**src/rtl/tinker_pkg.sv**
```systemverilog
// Shared Tinker definitions: loader FSM encoding, memory geometry and reset PC.
package tinker_pkg;

    localparam int unsigned WORD_W     = 64;
    localparam int unsigned BYTE_LANES = 8;

    localparam logic [63:0] TINKER_MEM_BYTES = 64'd524288;
    localparam logic [63:0] TINKER_RESET_PC  = 64'h2000;

    typedef enum logic [2:0] {
        HDR_ADDR = 3'd0,
        HDR_LEN  = 3'd1,
        PAYLOAD  = 3'd2,
        CHECK    = 3'd3,
        DONE     = 3'd4,
        ERROR    = 3'd5
    } loader_state_t;

endpackage

```
**src/rtl/tinker_loader_if.sv**
```systemverilog
// Byte stream in, byte-masked memory write port out.
interface tinker_loader_if;
    import tinker_pkg::*;

    logic                  in_valid;
    logic [7:0]            in_data;
    logic                  in_ready;
    logic                  mem_we;
    logic [WORD_W-1:0]     mem_addr;
    logic [WORD_W-1:0]     mem_wdata;
    logic [BYTE_LANES-1:0] mem_wmask;

    modport master (
        output in_valid, in_data,
        input  in_ready, mem_we, mem_addr, mem_wdata, mem_wmask
    );

    modport slave (
        input  in_valid, in_data,
        output in_ready, mem_we, mem_addr, mem_wdata, mem_wmask
    );

endinterface

```
**src/rtl/tinker_byte_packer.sv**
```systemverilog
// Packs bytes little-endian into a word; a full word or a flush moves it to the
// staging register so the next byte can land in the same cycle.
module tinker_byte_packer
    import tinker_pkg::*;
(
    input  logic                  clk,
    input  logic                  reset,
    input  logic                  byte_valid,
    input  logic [7:0]            byte_data,
    input  logic                  flush,
    output logic [WORD_W-1:0]     word,
    output logic [BYTE_LANES-1:0] mask,
    output logic                  word_valid
);

    localparam int unsigned LANE_W = $clog2(BYTE_LANES);

    logic [LANE_W-1:0]     lane_q;
    logic [WORD_W-1:0]     pack_q;
    logic [WORD_W-1:0]     pack_c;
    logic [BYTE_LANES-1:0] mask_c;
    logic                  complete_c;

    // Current byte merged into its lane; mask covers lanes 0..lane.
    always_comb begin
        pack_c = pack_q;
        pack_c[{lane_q, 3'b000} +: 8] = byte_data;
        mask_c     = BYTE_LANES'((16'd2 << lane_q) - 16'd1);
        complete_c = byte_valid && ((lane_q == LANE_W'(BYTE_LANES - 1)) || flush);
    end

    always_ff @(posedge clk) begin
        if (reset) begin
            lane_q     <= '0;
            pack_q     <= '0;
            word       <= '0;
            mask       <= '0;
            word_valid <= 1'b0;
        end else begin
            word_valid <= complete_c;
            if (complete_c) begin
                word   <= pack_c;
                mask   <= mask_c;
                pack_q <= '0;
                lane_q <= '0;
            end else if (byte_valid) begin
                pack_q <= pack_c;
                lane_q <= lane_q + 1'b1;
            end
        end
    end

endmodule

```
**src/rtl/tinker_loader.sv**
```systemverilog
// Boot loader: parses {base, length, payload, xor checksum} from a byte stream,
// writes the payload to memory and releases the core once the checksum matches.
module tinker_loader
    import tinker_pkg::*;
#(
    parameter logic [63:0] MEM_BYTES    = TINKER_MEM_BYTES,
    parameter logic [63:0] DEFAULT_BASE = TINKER_RESET_PC
) (
    input  logic                 clk,
    input  logic                 reset,
    tinker_loader_if.slave       bus,
    input  logic                 restart,
    output logic                 core_reset,
    output logic                 done,
    output logic                 error,
    output logic [31:0]          bytes_loaded
);

    localparam logic [2:0] S_HDR_ADDR = 3'(HDR_ADDR);
    localparam logic [2:0] S_HDR_LEN  = 3'(HDR_LEN);
    localparam logic [2:0] S_PAYLOAD  = 3'(PAYLOAD);
    localparam logic [2:0] S_CHECK    = 3'(CHECK);
    localparam logic [2:0] S_DONE     = 3'(DONE);
    localparam logic [2:0] S_ERROR    = 3'(ERROR);

    logic [2:0]  state_q, state_d;
    logic [2:0]  hdr_cnt_q;
    logic [63:0] base_q;
    logic [31:0] len_q;
    logic [31:0] pay_idx_q;
    logic [7:0]  csum_q;
    logic        in_ready_q;
    logic [63:0] mem_addr_q;

    logic        accept_c;
    logic        last_c;
    logic        hdr_bad_c;
    logic        pack_strobe_c;
    logic [63:0] base_next_c;
    logic [31:0] len_full_c;
    logic [64:0] end_addr_c;

    assign accept_c      = bus.in_valid && in_ready_q;
    assign base_next_c   = {bus.in_data, base_q[63:8]};
    assign len_full_c    = {bus.in_data, len_q[31:8]};
    assign last_c        = (pay_idx_q == len_q - 32'd1);
    // Bounds check at 65 bits so a huge base cannot wrap past the limit.
    assign end_addr_c    = {1'b0, base_q} + 65'(len_full_c);
    assign hdr_bad_c     = (base_q[2:0] != 3'd0) || (end_addr_c > {1'b0, MEM_BYTES});
    assign pack_strobe_c = accept_c && (state_q == S_PAYLOAD);

    always_comb begin
        state_d = state_q;
        case (state_q)
            S_HDR_ADDR: if (accept_c && hdr_cnt_q == 3'd7) state_d = S_HDR_LEN;
            S_HDR_LEN: begin
                if (accept_c && hdr_cnt_q == 3'd3) begin
                    if (hdr_bad_c)                state_d = S_ERROR;
                    else if (len_full_c == 32'd0) state_d = S_CHECK;
                    else                          state_d = S_PAYLOAD;
                end
            end
            S_PAYLOAD:  if (accept_c && last_c) state_d = S_CHECK;
            S_CHECK:    if (accept_c) state_d = (bus.in_data == csum_q) ? S_DONE : S_ERROR;
            S_DONE,
            S_ERROR:    if (restart) state_d = S_HDR_ADDR;
            default:    state_d = S_HDR_ADDR;
        endcase
    end

    // State register and state-derived outputs, all aligned to the new state.
    always_ff @(posedge clk) begin
        if (reset) begin
            state_q    <= S_HDR_ADDR;
            in_ready_q <= 1'b1;
            core_reset <= 1'b1;
            done       <= 1'b0;
            error      <= 1'b0;
        end else begin
            state_q    <= state_d;
            in_ready_q <= (state_d != S_DONE) && (state_d != S_ERROR);
            core_reset <= (state_d != S_DONE);
            done       <= (state_d == S_DONE);
            error      <= (state_d == S_ERROR);
        end
    end

    always_ff @(posedge clk) begin
        if (reset) begin
            hdr_cnt_q    <= '0;
            base_q       <= '0;
            len_q        <= '0;
            pay_idx_q    <= '0;
            csum_q       <= '0;
            bytes_loaded <= '0;
            mem_addr_q   <= '0;
        end else begin
            if (accept_c) begin
                case (state_q)
                    S_HDR_ADDR: begin
                        hdr_cnt_q <= hdr_cnt_q + 3'd1;
                        base_q    <= (hdr_cnt_q == 3'd7 && base_next_c == '1) ? DEFAULT_BASE
                                                                            : base_next_c;
                    end
                    S_HDR_LEN: begin
                        hdr_cnt_q <= (hdr_cnt_q == 3'd3) ? 3'd0 : hdr_cnt_q + 3'd1;
                        len_q     <= len_full_c;
                        pay_idx_q <= '0;
                    end
                    S_PAYLOAD: begin
                        pay_idx_q <= pay_idx_q + 32'd1;
                        csum_q    <= csum_q ^ bus.in_data;
                        if (bytes_loaded != '1) bytes_loaded <= bytes_loaded + 32'd1;
                        if (pay_idx_q[2:0] == 3'd7 || last_c)
                            mem_addr_q <= base_q + 64'({pay_idx_q[31:3], 3'b000});
                    end
                    default: ;
                endcase
            end
            if (restart && (state_q == S_DONE || state_q == S_ERROR)) begin
                hdr_cnt_q    <= '0;
                csum_q       <= '0;
                bytes_loaded <= '0;
            end
        end
    end

    tinker_byte_packer u_packer (
        .clk        (clk),
        .reset      (reset),
        .byte_valid (pack_strobe_c),
        .byte_data  (bus.in_data),
        .flush      (last_c),
        .word       (bus.mem_wdata),
        .mask       (bus.mem_wmask),
        .word_valid (bus.mem_we)
    );

    assign bus.in_ready = in_ready_q;
    assign bus.mem_addr = mem_addr_q;

endmodule

```
**src/flat_wrapper.sv**
```systemverilog
// flat-port wrapper written by rule: the top's interface ports become plain ports
module tinker_loader_flat import tinker_pkg::*;
#(
    parameter logic [63:0] MEM_BYTES    = TINKER_MEM_BYTES,
    parameter logic [63:0] DEFAULT_BASE = TINKER_RESET_PC
)
  (clk, reset, restart, core_reset, done, error, bytes_loaded, bus_in_valid, bus_in_data, bus_in_ready, bus_mem_we, bus_mem_addr, bus_mem_wdata, bus_mem_wmask);
  tinker_loader_if bus_i ();
  input  logic clk;
  input  logic reset;
  input  logic restart;
  output logic core_reset;
  output logic done;
  output logic error;
  output logic [31:0] bytes_loaded;
  input wire logic [$bits(bus_i.in_valid)-1:0] bus_in_valid;
  input wire logic [$bits(bus_i.in_data)-1:0] bus_in_data;
  output wire logic [$bits(bus_i.in_ready)-1:0] bus_in_ready;
  output wire logic [$bits(bus_i.mem_we)-1:0] bus_mem_we;
  output wire logic [$bits(bus_i.mem_addr)-1:0] bus_mem_addr;
  output wire logic [$bits(bus_i.mem_wdata)-1:0] bus_mem_wdata;
  output wire logic [$bits(bus_i.mem_wmask)-1:0] bus_mem_wmask;
  assign bus_i.in_valid = bus_in_valid;
  assign bus_i.in_data = bus_in_data;
  assign bus_in_ready = bus_i.in_ready;
  assign bus_mem_we = bus_i.mem_we;
  assign bus_mem_addr = bus_i.mem_addr;
  assign bus_mem_wdata = bus_i.mem_wdata;
  assign bus_mem_wmask = bus_i.mem_wmask;
  tinker_loader #(.MEM_BYTES(MEM_BYTES), .DEFAULT_BASE(DEFAULT_BASE)) u_core (.clk(clk), .reset(reset), .bus(bus_i), .restart(restart), .core_reset(core_reset), .done(done), .error(error), .bytes_loaded(bytes_loaded));
endmodule
```
**config.mk**
```make
export PLATFORM = sky130hd
export DESIGN_NAME = tinker_loader_flat
export DESIGN_NICKNAME = d
export VERILOG_FILES = /design/src/rtl/tinker_pkg.sv /design/src/rtl/tinker_loader_if.sv /design/src/rtl/tinker_byte_packer.sv /design/src/rtl/tinker_loader.sv /design/src/flat_wrapper.sv
export SDC_FILE = /design/constraint.sdc
export NUM_CORES = 1
export LEC_CHECK = 0
export CAP_MARGIN = 40
export CORE_UTILIZATION = 45
export CTS_CLUSTER_DIAMETER = 60
export CTS_CLUSTER_SIZE = 20
export DETAILED_ROUTE_END_ITERATION = 8
export PLACE_DENSITY = 0.66
export SLEW_MARGIN = 20
export SYNTH_ARGS = -nofsm -noshare
export SYNTH_HDL_FRONTEND = slang
export SYNTH_SLANG_ARGS = --single-unit
```
**constraint.sdc**
```tcl
create_clock -name clk -period 3.9 [get_ports clk]
set_clock_uncertainty 0.05 [all_clocks]
set_input_delay 0.975 -clock clk [delete_from_list [all_inputs] [get_ports clk]]
set_output_delay 0.975 -clock clk [all_outputs]
set_load 0.05 [all_outputs]
```
==> results of run 1 <==
==> where the power goes <==
part | leakage, nW | internal (mW) | switching (mW) | total (mW)
logic | 7.05 | 0.124 | 0.246 | 0.370
clock network | 0.504 | 1.62 | 1.65 | 3.27
registers | 3.08 | 3.90 | 0.0122 | 3.92
total | 10.6 | 5.65 | 1.91 | 7.56
==> cells by family (layout without fill, tap and decap cells) <==
group / after synthesis / after routing / synth area share, %
and+or+nand+nor: 1087 / 1087 / 22.9
other: 0 / 1 / 0
muxes: 117 / 117 / 5.46
DFF: 382 / 382 / 35.4
buffers and inverters: 222 / 670 / 4.62
xor gates and xnor gates: 167 / 167 / 6.76
adders and majority gates: 77 / 77 / 4.52
AOI/OAI and AO/OA: 663 / 663 / 20.4
==> cell type report <==
| type | instances | area, um2 |
|---|---|---|
| clock inverter | 21 | 223 |
| antenna | 1 | 2.50 |
| multi-input combinational | 2111 | 13900 |
| inverter | 30 | 113 |
| timing repair buffer | 585 | 5120 |
| clock buffer | 34 | 807 |
| fill | 4203 | 18300 |
| tap | 607 | 759 |
| sequential | 382 | 7670 |
==> sequential cells by signal, indices dropped and copies added (netlist names), 3 cells and up <==
| name | cells |
|---|---|
| u_core.csum_q | 8 |
| u_core.u_packer.lane_q | 3 |
| u_core.state_q | 3 |
| u_core.bus.mem_addr | 64 |
| u_core.pay_idx_q | 32 |
| u_core.base_q | 64 |
| u_core.u_packer.mask | 8 |
| u_core.len_q | 32 |
| u_core.u_packer.word | 64 |
| u_core.bytes_loaded | 32 |
| u_core.hdr_cnt_q | 3 |
| u_core.u_packer.pack_q | 64 |
==> tightest hold or removal path: stages (launching register included) <==
cell,delay [ps]
dfxtp_1,320
nand2_1,50
a21oi_1,50
==> layer usage <==
metal	part of all wire (%)	vias up	global-route usage, %
met3	7.6	167	4.17
met2	44	891	49.1
met1	44	10843	43.5
met4	3.7	4	11.0
met5	0.033	-	0
li1	-	10557	-
==> path summary, 6_finish.rpt <==
kind | end | slack, ps | cells after the start
worst max register to register | u_core.state_q[2] | -60 | 13
worst min register to register | u_core.u_packer.pack_q[58] | 410 | 2
worst max-delay path | u_core.state_q[2] | -60 | 13
worst min-delay path | u_core.u_packer.pack_q[58] | 410 | 2
==> timing repair <==
| action | CTS | global route |
|---|---|---|
| setup buffers | 10 | 12 |
| pin swaps | 21 | 51 |
| resized for setup | 93 | 120 |
| cloned | 1 | 2 |
| setup endpoints to repair | 207 | 208 |
==> through the flow <==
step                cells  utilization [%]  setup TNS, ps  setup WS [ps]
detailed placement   3693             56.2        -166930          -1180
floorplan            2715                -          -6.02          -6.02
global placement     3692             56.2        -162810          -1180
global route         3771             61.0           -261          -77.8
finish               3771             61.0          -98.9          -55.6
CTS                  3757             59.5              0           3.22
==> cells in the mapped netlist, drive strengths merged, types with 30 or more instances <==
library cell	instances	area (um2)
a211oi	111	838
a21oi	205	1130
a22oi	68	510
and3	33	206
buf	51	357
clkbuf	141	529
dfxtp	382	7650
ha	75	938
inv	30	113
mux2i	109	1090
nand2	329	1250
nand3	80	400
nand4	56	350
nor2	379	1420
nor3	62	310
nor4	30	209
o21ai	106	531
xnor2	107	937
xor2	60	526
==> metrics.csv, run 1 <==
metric,value,unit
track_usage,31.2,%
num_vias,22462,
worst_hold_slack,410,ps
pin_count,185,
start_kind,register,
root_buffer,clkbuf_16,
cts_buffers,31,
grt_pass1_wl,122000,um
hpwlAfterDp,59700,um
async_reset_ff_share,0,%
gp_congestion,1.06,
core-area,47000,um2
period_minus_slack,3960,ps
clock-sinks,382,
num-nets-final,3230,
port_buffers,184,
crit_type,reg2reg,
finalPower,7.56,mW
drtIter0Drc,2298,
leakagePower,10.6,nW
crit_path_end_kind,register,
clockBufferDepth,3,
drc_errors,0,
grt_max_degree,104,
ir_worst_vdd,0.317,mV
cp_top_family,compound AO/OA/AOI/OAI gates,
fp.dieW,221,um
path_cells,ha_1 > a21oi_1 > o21ai_1 > or2_4 > a221o_1 > a41o_1 > buf_6 > a41o_1 > a311oi_2 > o2111ai_4 > or4_4 > nor2_4 > o22ai_1,
rows,79,
syn_avg_cell_area,7.97,um2
syn_inst,2715,
vias_per_cell,5.96,
drv_slew,0,
start_util,46.1,%
fmax,253,MHz
wl_per_cell,21.1,um
post-route-period-util,101,%
clk_latency,620,ps
worst_slack,-55.6,ps
hold_violations,0,
synth-edff-count,0,
required,4320,ps
grt_overflow_total,0,
synth_seq_cells,382,
status,finished with violations,
final_area,28600,um2
grt_pass1_vias,21153,
power.density,264,nW/um2
setup-violations-final,4,
ys_warn_count,0,
syn_to_final_growth,32.4,%
wl,79600,um
mostFrequentLayoutCells,"nor2_1, buf_4, dfxtp_1",
maxCapViolCount,0,
hold_path.class,reg2reg,
ant_nets,0,
max_stage_delay,550,ps
worst_pin_slew,730,ps
cts_tree,done,
max_slew_margin,50.6,%
placed_area,26400,um2
synth.net_count,2804,
cts_hold_buf,0,
violations,setup timing,
drive_gt1_share,20.5,%
ys_seq_area_share,35.4,%
critical_path_peak_fanout,5,
worstReg2RegStart,u_core.len_q[24],
crit_arrival,4380,ps
firstDrtPassIters,6,
worstHoldStart,u_core.u_packer.pack_q[58],
cts_max_level,1,
crit_top_cell,a41o_1,
antenna_found_initial,3,
layout_commonest_cell,nor2_1,
worstSetupStartpoint,u_core.len_q[24],
fp.dieH,221,um
yosys_most_used_dff,dfxtp_1,
clk_pin_slew,80,ps
crit_buf_inv,1,
syn_area,21600,um2
cpMaxStageDelayCell,or4_4,
die-area,48900,um2
synth.distinct_cells,83,
rsz0062_at_grt,yes,
Note: power is estimated with default switching activity, not from simulation.
==> inputs of run 2 (changes only) <==
--- a/config.mk
+++ b/config.mk
@@ -5,6 +5,7 @@
 export SDC_FILE = /design/constraint.sdc
 export NUM_CORES = 1
 export LEC_CHECK = 0
+export ABC_AREA = 1
 export CAP_MARGIN = 40
 export CORE_UTILIZATION = 45
 export CTS_CLUSTER_DIAMETER = 60
==> run 2 against run 1 <==
The flow now finishes without violations. Power up 14%. Via count increased by 11%. Synthesized cell count grew 38%. Global-route usage fell by 0.80 points. Final area decreased by 0.67%. Count of clock-buffer cells in the layout rose by 3. Register-to-register slack better by 390 ps. Sequential power rose by 3%. Die area is 10% higher.
==> metrics.csv, run 2 <==
metric,value,unit,change
status,completed,,
grt_pass1_vias,22795,,+7.8%
synthTopCellsByCount,"nand2_1, inv_1, nor2_1, dfxtp_1, a21oi_1",,
ys_warn_count,0,,unchanged
drc_errors,0,,unchanged
ir_worst_vdd,0.276,mV,-13%
ff2ff_path_depth,15,,+2
hold_path.class,reg2reg,,
synth-compound-area-share,14.8,%,-5.5 points
crit_arrival,4060,ps,-320 ps
finalPower,8.60,mW,+14%
crit_path_end_kind,register,,
core-area,51800,um2,+10%
antenna_found_initial,0,,-3
tns,0,ps,+98.9 ps
mostFrequentLayoutCells,"nand2_1, inv_1, nor2_1",,
m1WireLength,37100,um,+5.6%
track_usage,30.4,%,-0.80 points
crit_buf_inv,5,,+4
clk_pin_slew,80,ps,about the same
cts_tree,done,,
n_fill_cell,5216,,+24%
postCtsSetupRepairBufs,0,,-10
num-nets-final,4066,,+26%
ys_seq_area_share,32.1,%,-3.2 points
syn_inst,3738,,+38%
crit_top_cell,nand2_1,,
synth_area_leaders,"dfxtp_1, nand2_1, inv_1",,
crit_type,in2reg,,
fp.dieW,232,um,+4.9%
wl_met3,4960,um,-18%
r2r-end,u_core.bus.mem_addr[57],,
synthSimpleGateAreaFrac,34.5,%,+12 points
hold_violations,0,,unchanged
drtIter0Drc,2095,,-8.8%
rsz0062_at_grt,no,,
synth.net_count,3827,,+36%
worst_slack,256,ps,+312 ps
wl_per_cell,17.8,um,-16%
setup-violations-final,0,,-4
layout_commonest_cell,nand2_1,,
port_buffers,184,,unchanged
power.density,302,nW/um2,+15%
max_slew_margin,46.1,%,-4.5 points
drive_gt1_share,8.49,%,-12 points
post-route-period-util,93.4,%,-8.0 points
synth_seq_cells,382,,unchanged
leakagePower,12.8,nW,+21%
clockBufferDepth,3,,unchanged
worstHoldStart,u_core.u_packer.mask[0],,
syn_avg_cell_area,6.37,um2,-20%
rows,83,,+5.1%
clk_latency,590,ps,-30 ps
yosys_most_used_dff,dfxtp_1,,
grt_max_degree,96,,-7.7%
wl,83400,um,+4.8%
multiInputGateArea,13900,um2,-0.21%
ant_nets,0,,unchanged
grt_pass1_wl,128000,um,+5.1%
post-place-ws,-399,ps,+786 ps
start_kind,primary input,,
firstDrtPassIters,6,,unchanged
synthAdderAreaFrac,4.11,%,-0.41 points
num_vias,24865,,+11%
max_stage_delay,400,ps,-150 ps
synth-edff-count,0,,unchanged
drv_slew,0,,unchanged
period_minus_slack,3640,ps,-312 ps
pin_count,185,,unchanged
post-synth-top-area-fraction,32.1,%,-3.2 points
syn_area,23800,um2,+10%
clock-sinks,382,,unchanged
synth_top_family_by_area,simple AND/OR/NAND/NOR gates,,
antennaDiodeCount,0,,-1
cts_max_level,2,,+1
synthXorXnorAreaFrac,4.74,%,-2.0 points
start_util,46.0,%,-0.12 points
root_buffer,clkbuf_16,,
async_reset_ff_share,0,%,unchanged
path_cells,clkdlybuf4s50_1 > buf_4 > ha_1 > nand2_1 > nor2_1 > nand2_1 > buf_4 > inv_1 > nand2_1 > nand2_1 > inv_1 > nand3_1 > nand2_1 > nor2_1 > nor2b_1 > nand2_1 > nor2_1 > nand3_1 > nand2_1 > nand2_1 > nand2_1 > and2_1 > nor2_1,,
ff2ff_setup_slack,330,ps,+390 ps
grt_overflow_total,0,,unchanged
worst_pin_slew,808,ps,+77.5 ps
cp-endpoint,u_core.state_q[0],,
synth_mux_area_share,0,%,-5.5 points
vias_per_cell,5.31,,-11%
cts_buffers,36,,+16%
gp_congestion,1.01,,-4.6%
cp.depth,23,,+10
regArea,7650,um2,-0.33%
wl_met2,38300,um,+8.3%
syn_to_final_growth,19.5,%,
maxCapViolCount,0,,unchanged
critical_path_peak_fanout,4,,-1
hpwlAfterDp,63700,um,+6.8%
top_layer,met4,,
post-synth-top-count-cell,nand2_1,,
cpMaxStageDelayCell,clkdlybuf4s50_1,,
fmax,274,MHz,+8.6%
fp.dieH,232,um,+4.9%
worstSetupStartpoint,bus_in_data[7],,
synth.distinct_cells,58,,-30%
die-area,53800,um2,+10%
yosys.area.top_type,dfxtp_1,,
required,4310,ps,about the same
worstReg2RegStart,u_core.base_q[3],,
cp_top_family,simple AND/OR/NAND/NOR gates,,
run 2: what timing repair did:
item                                   in CTS  in global routing
endpoints found under the hold margin       0                  0
resized for setup                           0                 15
hold buffers                                0                  0
setup endpoints to repair                   0                  7
run 2: per-layer routing:
metal | vias to the layer above | track usage, %
met3 | 161 | 3.54
met4 | 0 | 11.7
li1 | 12556 | -
met2 | 803 | 49.9
met1 | 11345 | 40.6
met5 | - | 0
run 2: how the worst min path moves through the flow:
stage / cells after the start / to
floorplan: 2 / u_core.u_packer.pack_q[0]
global placement: 2 / u_core.u_packer.mask[0]
detailed placement: 2 / u_core.u_packer.mask[0]
CTS: 2 / u_core.u_packer.mask[0]
global route: 2 / u_core.u_packer.mask[0]
finish: 2 / u_core.u_packer.mask[0]
run 2: worst min-delay path, delay by kind of cell, from the launching register on:
kind / cells / cell delay, ps
AND/OR/NAND/NOR: 2 / 100
flip-flops: 1 / 310
run 2: metrics by stage:
stage                     hold WS, ps  cells  util, %  area [um2]
after global routing              425   4685     54.9       28400
after detailed placement          397   4619     52.3       27100
after floorplan                   391   3738        -       23800
after global placement            398   4619     52.3       27100
after CTS                         411   4685     54.8       28400
final                             406   4685     54.9       28400
run 2: power by group:
group / switching (mW) / total [mW] / internal, mW
registers: 0.0848 / 4.03 / 3.94
clock network: 1.86 / 3.84 / 1.99
logic: 0.486 / 0.734 / 0.248
total: 2.43 / 8.60 / 6.18
run 2: cell families (layout without fill, tap and decap cells):
kind of cell / after synthesis / count (layout)
flops: 382 / 382
compound gates: 636 / 636
simple gates: 1938 / 1938
fa+ha+maj: 77 / 77
xor+xnor: 129 / 129
buf+inv: 576 / 843
run 2: final cells by class:
cell class / count / share of cell area (%)
multi-input combinational: 2780 / 48.9
timing repair buffer: 336 / 10.9
tap: 680 / 2.99
clock buffer: 37 / 3.25
clock inverter: 29 / 1.24
inverter: 441 / 5.85
sequential: 382 / 26.9
